`src/rtl/i2c_bus_conditioner.sv`:
```
// i2c_bus_conditioner
// Conditions the raw open-drain SDA/SCL pins for the I2C controller:
// synchronizes both lines into the CLK domain, rejects glitches with a
// per-line stability filter, and decodes single-cycle bus events
// (SCL edges, START, STOP, arbitration loss) plus the bus-busy and
// clock-stretch levels.

module i2c_bus_conditioner #(
  parameter int SYNC_STAGES = 2,
  parameter int FILTER_LEN  = 4
) (
  input  logic CLK,
  input  logic nRST,
  input  logic SDA_raw,
  input  logic SCL_raw,
  input  logic SDA_out,
  input  logic SCL_out,
  input  logic master_active,
  output logic SDA_filt,
  output logic SCL_filt,
  output logic scl_rise,
  output logic scl_fall,
  output logic start_det,
  output logic stop_det,
  output logic bus_busy,
  output logic arb_lost,
  output logic scl_stretch
);

  localparam int CW  = $clog2(FILTER_LEN + 1);
  localparam int LAT = SYNC_STAGES + FILTER_LEN;
  localparam int SW  = $clog2(LAT + 1);

  localparam logic [CW-1:0] CNT_MAX = CW'(FILTER_LEN - 1);
  localparam logic [SW-1:0] LAT_V   = SW'(LAT);

  logic [SYNC_STAGES-1:0] sdaSync_q;
  logic [SYNC_STAGES-1:0] sclSync_q;
  logic                   sdaS;
  logic                   sclS;

  logic          sdaFilt_q, sdaFilt_d;
  logic          sclFilt_q, sclFilt_d;
  logic [CW-1:0] sdaCnt_q,  sdaCnt_d;
  logic [CW-1:0] sclCnt_q,  sclCnt_d;

  logic sdaFiltDly_q;
  logic sclFiltDly_q;

  logic          busBusy_q, busBusy_d;
  logic [SW-1:0] scnt_q,    scnt_d;
  logic          stretchCond;

  assign sdaS = sdaSync_q[SYNC_STAGES-1];
  assign sclS = sclSync_q[SYNC_STAGES-1];

  // Synchronizer chains; reset to 1 so an idle bus shows no activity.
  always_ff @(posedge CLK or negedge nRST) begin
    if (!nRST) begin
      sdaSync_q <= '1;
      sclSync_q <= '1;
    end else begin
      sdaSync_q <= {sdaSync_q[SYNC_STAGES-2:0], SDA_raw};
      sclSync_q <= {sclSync_q[SYNC_STAGES-2:0], SCL_raw};
    end
  end

  // Stability filter: a line only changes after FILTER_LEN consecutive disagreeing samples.
  always_comb begin
    sdaFilt_d = sdaFilt_q;
    sdaCnt_d  = sdaCnt_q;
    if (sdaS == sdaFilt_q) begin
      sdaCnt_d = '0;
    end else if (sdaCnt_q == CNT_MAX) begin
      sdaFilt_d = sdaS;
      sdaCnt_d  = '0;
    end else begin
      sdaCnt_d = sdaCnt_q + 1'b1;
    end

    sclFilt_d = sclFilt_q;
    sclCnt_d  = sclCnt_q;
    if (sclS == sclFilt_q) begin
      sclCnt_d = '0;
    end else if (sclCnt_q == CNT_MAX) begin
      sclFilt_d = sclS;
      sclCnt_d  = '0;
    end else begin
      sclCnt_d = sclCnt_q + 1'b1;
    end
  end

  // Filtered levels, their one-cycle delayed copies and the filter counters.
  always_ff @(posedge CLK or negedge nRST) begin
    if (!nRST) begin
      sdaFilt_q    <= 1'b1;
      sclFilt_q    <= 1'b1;
      sdaCnt_q     <= '0;
      sclCnt_q     <= '0;
      sdaFiltDly_q <= 1'b1;
      sclFiltDly_q <= 1'b1;
    end else begin
      sdaFilt_q    <= sdaFilt_d;
      sclFilt_q    <= sclFilt_d;
      sdaCnt_q     <= sdaCnt_d;
      sclCnt_q     <= sclCnt_d;
      sdaFiltDly_q <= sdaFilt_q;
      sclFiltDly_q <= sclFilt_q;
    end
  end

  // Event decodes from registered filtered lines; START/STOP need SCL high in both samples.
  always_comb begin
    scl_rise  = sclFilt_q & ~sclFiltDly_q;
    scl_fall  = ~sclFilt_q & sclFiltDly_q;
    start_det = sclFiltDly_q & sclFilt_q & sdaFiltDly_q & ~sdaFilt_q;
    stop_det  = sclFiltDly_q & sclFilt_q & ~sdaFiltDly_q & sdaFilt_q;
    arb_lost  = master_active & SDA_out & scl_rise & ~sdaFilt_q;
  end

  // Bus-busy and stretch-counter next state; the counter saturates at the pipeline latency.
  always_comb begin
    busBusy_d = busBusy_q;
    if (start_det) begin
      busBusy_d = 1'b1;
    end else if (stop_det) begin
      busBusy_d = 1'b0;
    end

    stretchCond = master_active & SCL_out & ~sclFilt_q;
    scnt_d      = '0;
    if (stretchCond) begin
      scnt_d = (scnt_q == LAT_V) ? scnt_q : scnt_q + 1'b1;
    end
  end

  // Bus-busy flag and stretch counter registers.
  always_ff @(posedge CLK or negedge nRST) begin
    if (!nRST) begin
      busBusy_q <= 1'b0;
      scnt_q    <= '0;
    end else begin
      busBusy_q <= busBusy_d;
      scnt_q    <= scnt_d;
    end
  end

  assign SDA_filt    = sdaFilt_q;
  assign SCL_filt    = sclFilt_q;
  assign bus_busy    = busBusy_q;
  assign scl_stretch = (scnt_q == LAT_V);

endmodule

```
`config.mk`:
```
export PLATFORM = sky130hd
export DESIGN_NAME = i2c_bus_conditioner
export DESIGN_NICKNAME = d
export VERILOG_FILES = /design/src/rtl/i2c_bus_conditioner.sv
export SDC_FILE = /design/constraint.sdc
export NUM_CORES = 1
export LEC_CHECK = 0
export BUFFER_PORTS_ARGS = -buffer_cell sky130_fd_sc_hd__buf_2
export CAP_MARGIN = 20
export CORE_MARGIN = 4
export CORE_UTILIZATION = 25
export CTS_BUF_LIST = sky130_fd_sc_hd__clkbuf_4 sky130_fd_sc_hd__clkbuf_8
export CTS_CLUSTER_SIZE = 30
export DETAILED_ROUTE_END_ITERATION = 12
export PLACE_DENSITY_LB_ADDON = 0.15
export SLEW_MARGIN = 20
export SYNTH_ARGS = -nofsm -noshare
export SYNTH_HDL_FRONTEND = slang
export SYNTH_SLANG_ARGS = --single-unit
export TNS_END_PERCENT = 30
```
`constraint.sdc`:
```
create_clock -name CLK -period 1.1 [get_ports CLK]
set_input_delay 0.055 -clock CLK [delete_from_list [all_inputs] [get_ports CLK]]
set_output_delay 0.055 -clock CLK [all_outputs]
set_load 0.1 [all_outputs]
```
-- Yosys cells after proc, flatten, opt, wreduce, memory -nomap -nowiden
Index checks and enable logic that the tools add are counted.
- output and inout port bits: 9
- bits in registers: 18
- logic and storage cells: 48
- input port bits: 7
- add/sub/neg operators: 3
- multiplexer cells: 8
- equal/unequal tests: 6
- reduce and logical (&&, ||, !) cells: 3
- bitwise operators: 18
- operator list (cell ; number):
    2-to-1 mux 3 bit ; 6
    AND 1 bit ; 12
    adder 3 x 1 -> 3 bit, second input constant ; 3
    == test 3 x 2 -> 1 bit, second input constant ; 2
    inverter 1 bit ; 6
    AND reduction 2 bit ; 2
    == test 3 bit, second input constant ; 1
    == test 1 bit ; 2
    2-to-1 mux 1 bit ; 2
    != test 2 bit, second input constant ; 1
    nonzero test 2 bit ; 1

-- Longest topological paths before layout
Gate-level depths: netlist (run 1).
- depth in word-level cells: 5
- gate-level depth with buffers: 4

-- Least setup slack after synthesis (run 1)
No wires, ideal clock.
- path type: register -> output
- start point: register sclFilt_q (netlist: SCL_filt)
- end point: output port arb_lost
- path buffers: 0
- setup slack: -1.333 ns
- arrival time: 2.378 ns
- cell stages (with the launch flop): 3
- cells stage by stage: dfstp_2 and2b_2 and4b_1
- longest elaborated chain between the ends: 3
- ends and longest elaborated chain (element ; line ; RTL):
    start, declared ; 43 ; logic sclFilt_q, sclFilt_d;
    start signal, assigned ; 104 ; sclFilt_q <= sclFilt_d;
    AND 1 bit ; 114 ; scl_rise = sclFilt_q & ~sclFiltDly_q;
    named net scl_rise ; 21 ; output logic scl_rise,
    AND 1 bit (2 in a row) ; 118 ; arb_lost = master_active & SDA_out & scl_rise & ~sdaFilt_q;
    end, declared ; 26 ; output logic arb_lost,
The timed path passes the listed nets, and every way through them passes these cells.

-- Final worst setup path (run 1)
- start point: register sclFilt_q (netlist: SCL_filt)
- end point: output port arb_lost
- longest elaborated chain between the ends: 3
- ends and longest elaborated chain (element ; line):
    AND 1 bit ; 114
    AND 1 bit (2 in a row) ; 118
Every way passes these cells.

==> results of run 1 <==
==> registers in the layout, summed over array words and instances, names as in the netlist <==
name and flops:
SCL_filt 1, sclFiltDly_q 1, bus_busy 1, scnt_q 3, sclCnt_q 3, sdaFiltDly_q 1
sdaSync_q 2, sclSync_q 2, SDA_filt 1, sdaCnt_q 3
==> worst max path at each step <==
stage                         from       end  slack [ns]
final                     SCL_filt  arb_lost       -0.44
after global routing      SCL_filt  arb_lost       -0.50
after CTS                 SCL_filt  arb_lost       -0.46
after detailed placement  SCL_filt  arb_lost       -0.15
after global placement    SCL_filt  arb_lost       -0.14
after floorplan           SCL_filt  arb_lost       -0.69
==> what timing repair did <==
item | CTS | global route
pin swaps | 7 | 3
endpoints found under the hold margin | 12 | 0
setup endpoints to repair | 18 | 20
hold buffers | 3 | 0
setup buffers | 5 | 3
resized for setup | 19 | 7
==> kinds of logic (layout without fill, tap and decap cells) <==
logic type	count (synthesis)	in the layout	synth area share (%)
fa+ha+maj	4	4	6.69
buf+inv	2	39	1.00
compound gates	5	5	4.35
xor+xnor	2	2	2.34
simple gates	20	20	21.1
flops	18	18	61.5
mux	2	2	3.01
==> area by class of cell <==
type                            count  area (um^2)
Clock buffer                        4         30.0
Fill cell                         262         1520
Inverter                            2         7.51
Multi-Input combinational cell     33          374
Sequential cell                    18          468
Tap cell                           31         38.8
Timing Repair Buffer               33          363
==> power groups by stage <==
stage / sequential (W) / clock, W / combinational (W)
after floorplan: 0.00147 / 0 / 0.000780
after global placement: 0.00106 / 0 / 0.00191
after detailed placement: 0.00106 / 0 / 0.00191
after CTS: 0.00106 / 0.000394 / 0.00220
after global routing: 0.00107 / 0.000420 / 0.00241
final: 0.00105 / 0.000362 / 0.00229
==> worst max-delay path, stage by stage (launching register included) <==
cell	delay, ns
dfstp_4	0.65
and2b_4	0.15
and4b_4	0.23
buf_12	0.17
==> cell usage in the layout, fill, tap and decap left out, types with 2 or more instances in the layout <==
master	synthesis	final
dfrtp_1	10	10
nor3b_2	1	3
nor2b_4	0	2
a21oi_1	2	2
clkbuf_4	0	4
mux2_4	0	2
buf_6	0	4
buf_4	0	11
dfstp_2	8	6
nor3_2	1	3
buf_2	0	6
dfstp_4	0	2
nand3_1	2	2
a21o_1	2	2
dlygate4sd3_1	0	3
ha_2	0	3
buf_12	0	8
and4b_4	0	2
==> metal layers <==
metal / wire [um] / vias to the layer above / track usage, %
li1: - / 259 / -
met1: 629 / 277 / 9.05
met2: 742 / 12 / 14.5
met3: 100 / 2 / 4.32
met4: 19 / 0 / 3.31
met5: 0 / - / 0
==> stage by stage <==
step / total power, W / instance area [um^2] / setup TNS [ns] / util [%] / setup slack (ns)
6_report: 0.00370 / 1280 / -3.01 / 45.7 / -0.442
3_5_place_dp: 0.00297 / 1060 / -0.802 / 37.7 / -0.151
4_1_cts: 0.00365 / 1240 / -3.05 / 44.2 / -0.463
5_1_grt: 0.00391 / 1280 / -3.89 / 45.7 / -0.497
3_3_place_gp: 0.00297 / 1060 / -0.675 / 37.7 / -0.143
2_1_floorplan: 0.00225 / 763 / -3.49 / - / -0.694
==> reports/metrics.csv, run 1 <==
metric;value;unit
outcome;finished with violations;
violated checks;negative setup slack;
Worst IR Drop VDD;2360;uV
most frequent cells after synthesis;10 x dfrtp_1, 8 x dfstp_2, 4 x ha_1;
worst r2r dst;sclCnt_q[1];
Num Clock Sinks;18;
Ports;16;
fmax;0.649;GHz
core region area;2810;um^2
H-tree Lvls;1;
Internal Pwr Total;0.00213;W
detailed placer's ending HPWL;1040;um
Final Wtd Congestion;0.685;
Sw Pwr;0.00157;W
CP endpoint kind;output pin;
Tcrit/Tclk final;140;%
placed insts;107;
setup ws final;-0.442;ns
initial core utilization;26.7;%
Slew HR;72.7;%
Net count, final;102;
pwr/cell area;2890;nW/um^2
Avg WL per Cell;12.3;um
die area;3930;um^2
via count;550;
TritonRoute pass-1 iters;2;
Hold Fails Final Rpt;0;
Post-Layout Cell Count;121;
GRT Resource Usage Total;8.57;%
Synth Area per Inst;14.1;um^2
HP Class;in -> reg;
crit-path max FO;6;
CP Data Arrival Time;1.49;ns
Unique masters post-synth;23;
diode count;0;
Leak;0.580;nW
startpoint types;flip-flop;
critical path class;reg -> out;
Post-Syn Instances;53;
Yosys warnings;0;
top-count cell post-synth;dfrtp_1;
sw frac;42.5;%
Slew Limit Fails;0;
CTS Buf Count;3;
number of synthesized register bits;18;
vias in the first global route;633;
Setup-failing EPs final;14;
area fraction of the dominant cell type after synthesis;33.4;%
area grow syn2layout;71.2;%
clk root buf;clkbuf_4;
Worst-Skew Late Latency;0.29;ns
Routed WL;1490;um
number of synthesized flops with an enable pin;0;
post-synth top area cell;dfrtp_1;
worst slew pin tran;0.410;ns
RSZ-0062 raised after global routing;yes;
ys flop type;dfrtp_1;
pin count of the biggest net entering global routing;19;
R2R depth;5;
flop2flop setup slack;-0.16;ns
clock-pin slew on the worst setup and hold paths;0.10;ns
Rows;19;
post-layout min period;1.54;ns
grt total ovfl;0;
number of nets with antenna violations after routing;0;
first-pass GRT wire length;2680;um
Post-Synthesis Net Count;64;
worst endpoint required time;1.04;ns
Post-synth ARST share;100;%
vias per inst;4.55;
max_cap viols;0;
Post-Syn Area;748;um^2
worst hold margin;0.0985;ns
hold depth;3;
hold path start;SCL_out;
Residual DRC;0;
Die X;62.7;um
Hold Path End;scnt_q[1];
FF-to-FF Start;SCL_filt;
Sequential Power Share;28.3;%
Seq/Total Area, Yosys;61.5;%
maximum buffer depth of the clock tree;2;
fraction of power consumed by combinational cells;61.9;%
clock skew;0.00601;ns
CTS tree;done;
largest cells by area after synthesis;dfrtp_1 33%, dfstp_2 28%, ha_1 6.7%;
Starting DRT DRC Count;16;
ratio of cells with drive above 1 in the final layout;72.2;%
number of antenna violations at the first check in global routing;0;
Die H;62.7;um
Clk pwr share;9.8;%
count of input and output buffers;15;
Power figures use the tool's default switching activity.
==> run 2: changes to the inputs <==
Settings changed: CORE_MARGIN 4 to 2, CORE_UTILIZATION 25 to 35.
==> reports/metrics.csv, run 2 (synthesis gave the netlist of run 1 again) <==
metric;value;unit
Worst IR Drop VDD;1960;uV
GRT Resource Usage Total;12.9;%
clock skew;0.00433;ns
Sequential Power Share;28.7;%
grt total ovfl;0;
TritonRoute pass-1 iters;1;
Die H;50.2;um
fraction of power consumed by combinational cells;60.2;%
violated checks;negative setup slack;
Internal Pwr Total;0.00208;W
clock-pin slew on the worst setup and hold paths;0.10;ns
CP endpoint kind;output pin;
Num Clock Sinks;18;
Avg WL per Cell;11.7;um
core region area;1980;um^2
Routed WL;1330;um
Hold Fails Final Rpt;0;
critical path class;reg -> out;
post-route cell area;1240;um^2
die area;2520;um^2
initial core utilization;37.8;%
commonest cells after routing, fill and taps aside;10 x dfrtp_1, 8 x buf_12, 7 x buf_4;
count of input and output buffers;15;
Setup-failing EPs final;13;
worst endpoint required time;1.04;ns
post-layout min period;1.55;ns
sw frac;42.8;%
Ports;16;
worst slew pin tran;0.389;ns
Filler cells;157;
most common cell after layout, fill and taps aside;dfrtp_1;
RSZ-0062 raised after global routing;yes;
Placement Cell Area;1040;um^2
maximum buffer depth of the clock tree;2;
crit-path max FO;5;
max_cap viols;0;
pin count of the biggest net entering global routing;19;
Pwr Total;0.00363;W
CTS tree;done;
Leak;0.558;nW
vias per inst;4.53;
HP Class;in -> reg;
outcome;finished with violations;
detailed placer's ending HPWL;977;um
setup ws final;-0.453;ns
Die X;50.2;um
Rows;16;
clk root buf;clkbuf_4;
pwr/cell area;2930;nW/um^2
vias in the first global route;584;
area grow syn2layout;65.4;%
CP Data Arrival Time;1.50;ns
number of antenna violations at the first check in global routing;0;
Final Wtd Congestion;0.655;
CTS Buf Count;3;
Residual DRC;0;
ratio of cells with drive above 1 in the final layout;68.6;%
H-tree Lvls;1;
via count;512;
Slew HR;74.1;%
startpoint types;flip-flop;
Worst-Skew Late Latency;0.29;ns
Starting DRT DRC Count;0;
first-pass GRT wire length;2450;um
Net count, final;98;
number of nets with antenna violations after routing;0;
Sw Pwr;0.00155;W
fmax;0.644;GHz
largest registers;sclCnt_q x3, scnt_q x3, sdaCnt_q x3;
Clk pwr share;11.1;%
Slew Limit Fails;0;
Tcrit/Tclk final;141;%
diode count;0;
==> run 2: cell count changes in the layout (fill, tap and decap cells not counted) <==
| cell | change |
|---|---|
| clkbuf_8 | +1 |
| mux2_4 | -2 |
| ha_1 | +1 |
| nor3_1 | +1 |
| mux2_2 | +2 |
| buf_4 | -4 |
| nor3_2 | -1 |
| clkbuf_4 | -1 |
| ha_2 | -1 |
==> run 2: per-stage QoR <==
step / util, % / TNS, ns / hold slack (ns) / setup WS, ns / cells
after global routing: 62.4 / -3.79 / 0.104 / -0.496 / 113
after floorplan: - / -3.49 / -0.241 / -0.694 / 53
after CTS: 60.8 / -3.20 / 0.0652 / -0.466 / 112
after global placement: 52.7 / -0.543 / 0.00248 / -0.132 / 102
after detailed placement: 52.7 / -0.774 / 0.00462 / -0.155 / 102
final: 62.4 / -3.09 / 0.0797 / -0.453 / 113
==> run 2: power groups by stage <==
stage | logic, W | registers (W) | clock network (W)
2_1_floorplan | 0.000780 | 0.00147 | 0
3_3_place_gp | 0.00186 | 0.00105 | 0
3_5_place_dp | 0.00188 | 0.00106 | 0
4_1_cts | 0.00215 | 0.00104 | 0.000424
5_1_grt | 0.00230 | 0.00107 | 0.000441
6_report | 0.00218 | 0.00104 | 0.000403
==> run 2: critical path: stages (launching register included) <==
cell and delay, ns:
dfstp_4 0.65, and2b_4 0.15, and4b_4 0.24, buf_12 0.17
==> run 2: final cells by class <==
cell class                      instances  area [um^2]  area share, %
Tap cell                               27         33.8           2.73
Inverter                                2         7.51          0.607
Multi-Input combinational cell         33          359           29.0
Clock buffer                            4         36.3           2.93
Sequential cell                        18          468           37.8
Timing Repair Buffer                   29          333           26.9
==> run 2: path summary, 6_finish.rpt <==
kind	start	to	slack (ns)	cells after the start
worst max-delay path	SCL_filt	arb_lost	-0.45	3
worst min-delay path	SCL_out	scnt_q[0]	0.08	3
worst max register to register	SCL_filt	sclCnt_q[1]	-0.10	4
worst min register to register	sdaSync_q[0]	sdaSync_q[1]	0.36	0
max in group asynchronous	nRST	sdaFiltDly_q	0.58	2
min in group asynchronous	nRST	sclCnt_q[1]	0.21	2
==> run 2: routing by layer <==
layer	GRT usage, %	part of all wire, %	vias to the layer above
li1	-	-	251
met1	14.5	42	250
met2	23.2	54	9
met3	2.08	3.3	2
met4	6.94	0.98	0
met5	0	0	-
==> run 2: what timing repair did <==
action / 4_1_cts / 5_1_grt
hold buffers: 3 / 0
gates resized for setup: 15 / 7
pin swaps: 6 / 0
buffers inserted: 3 / 2
setup endpoints to repair: 15 / 18
hold endpoints to repair: 20 / 0
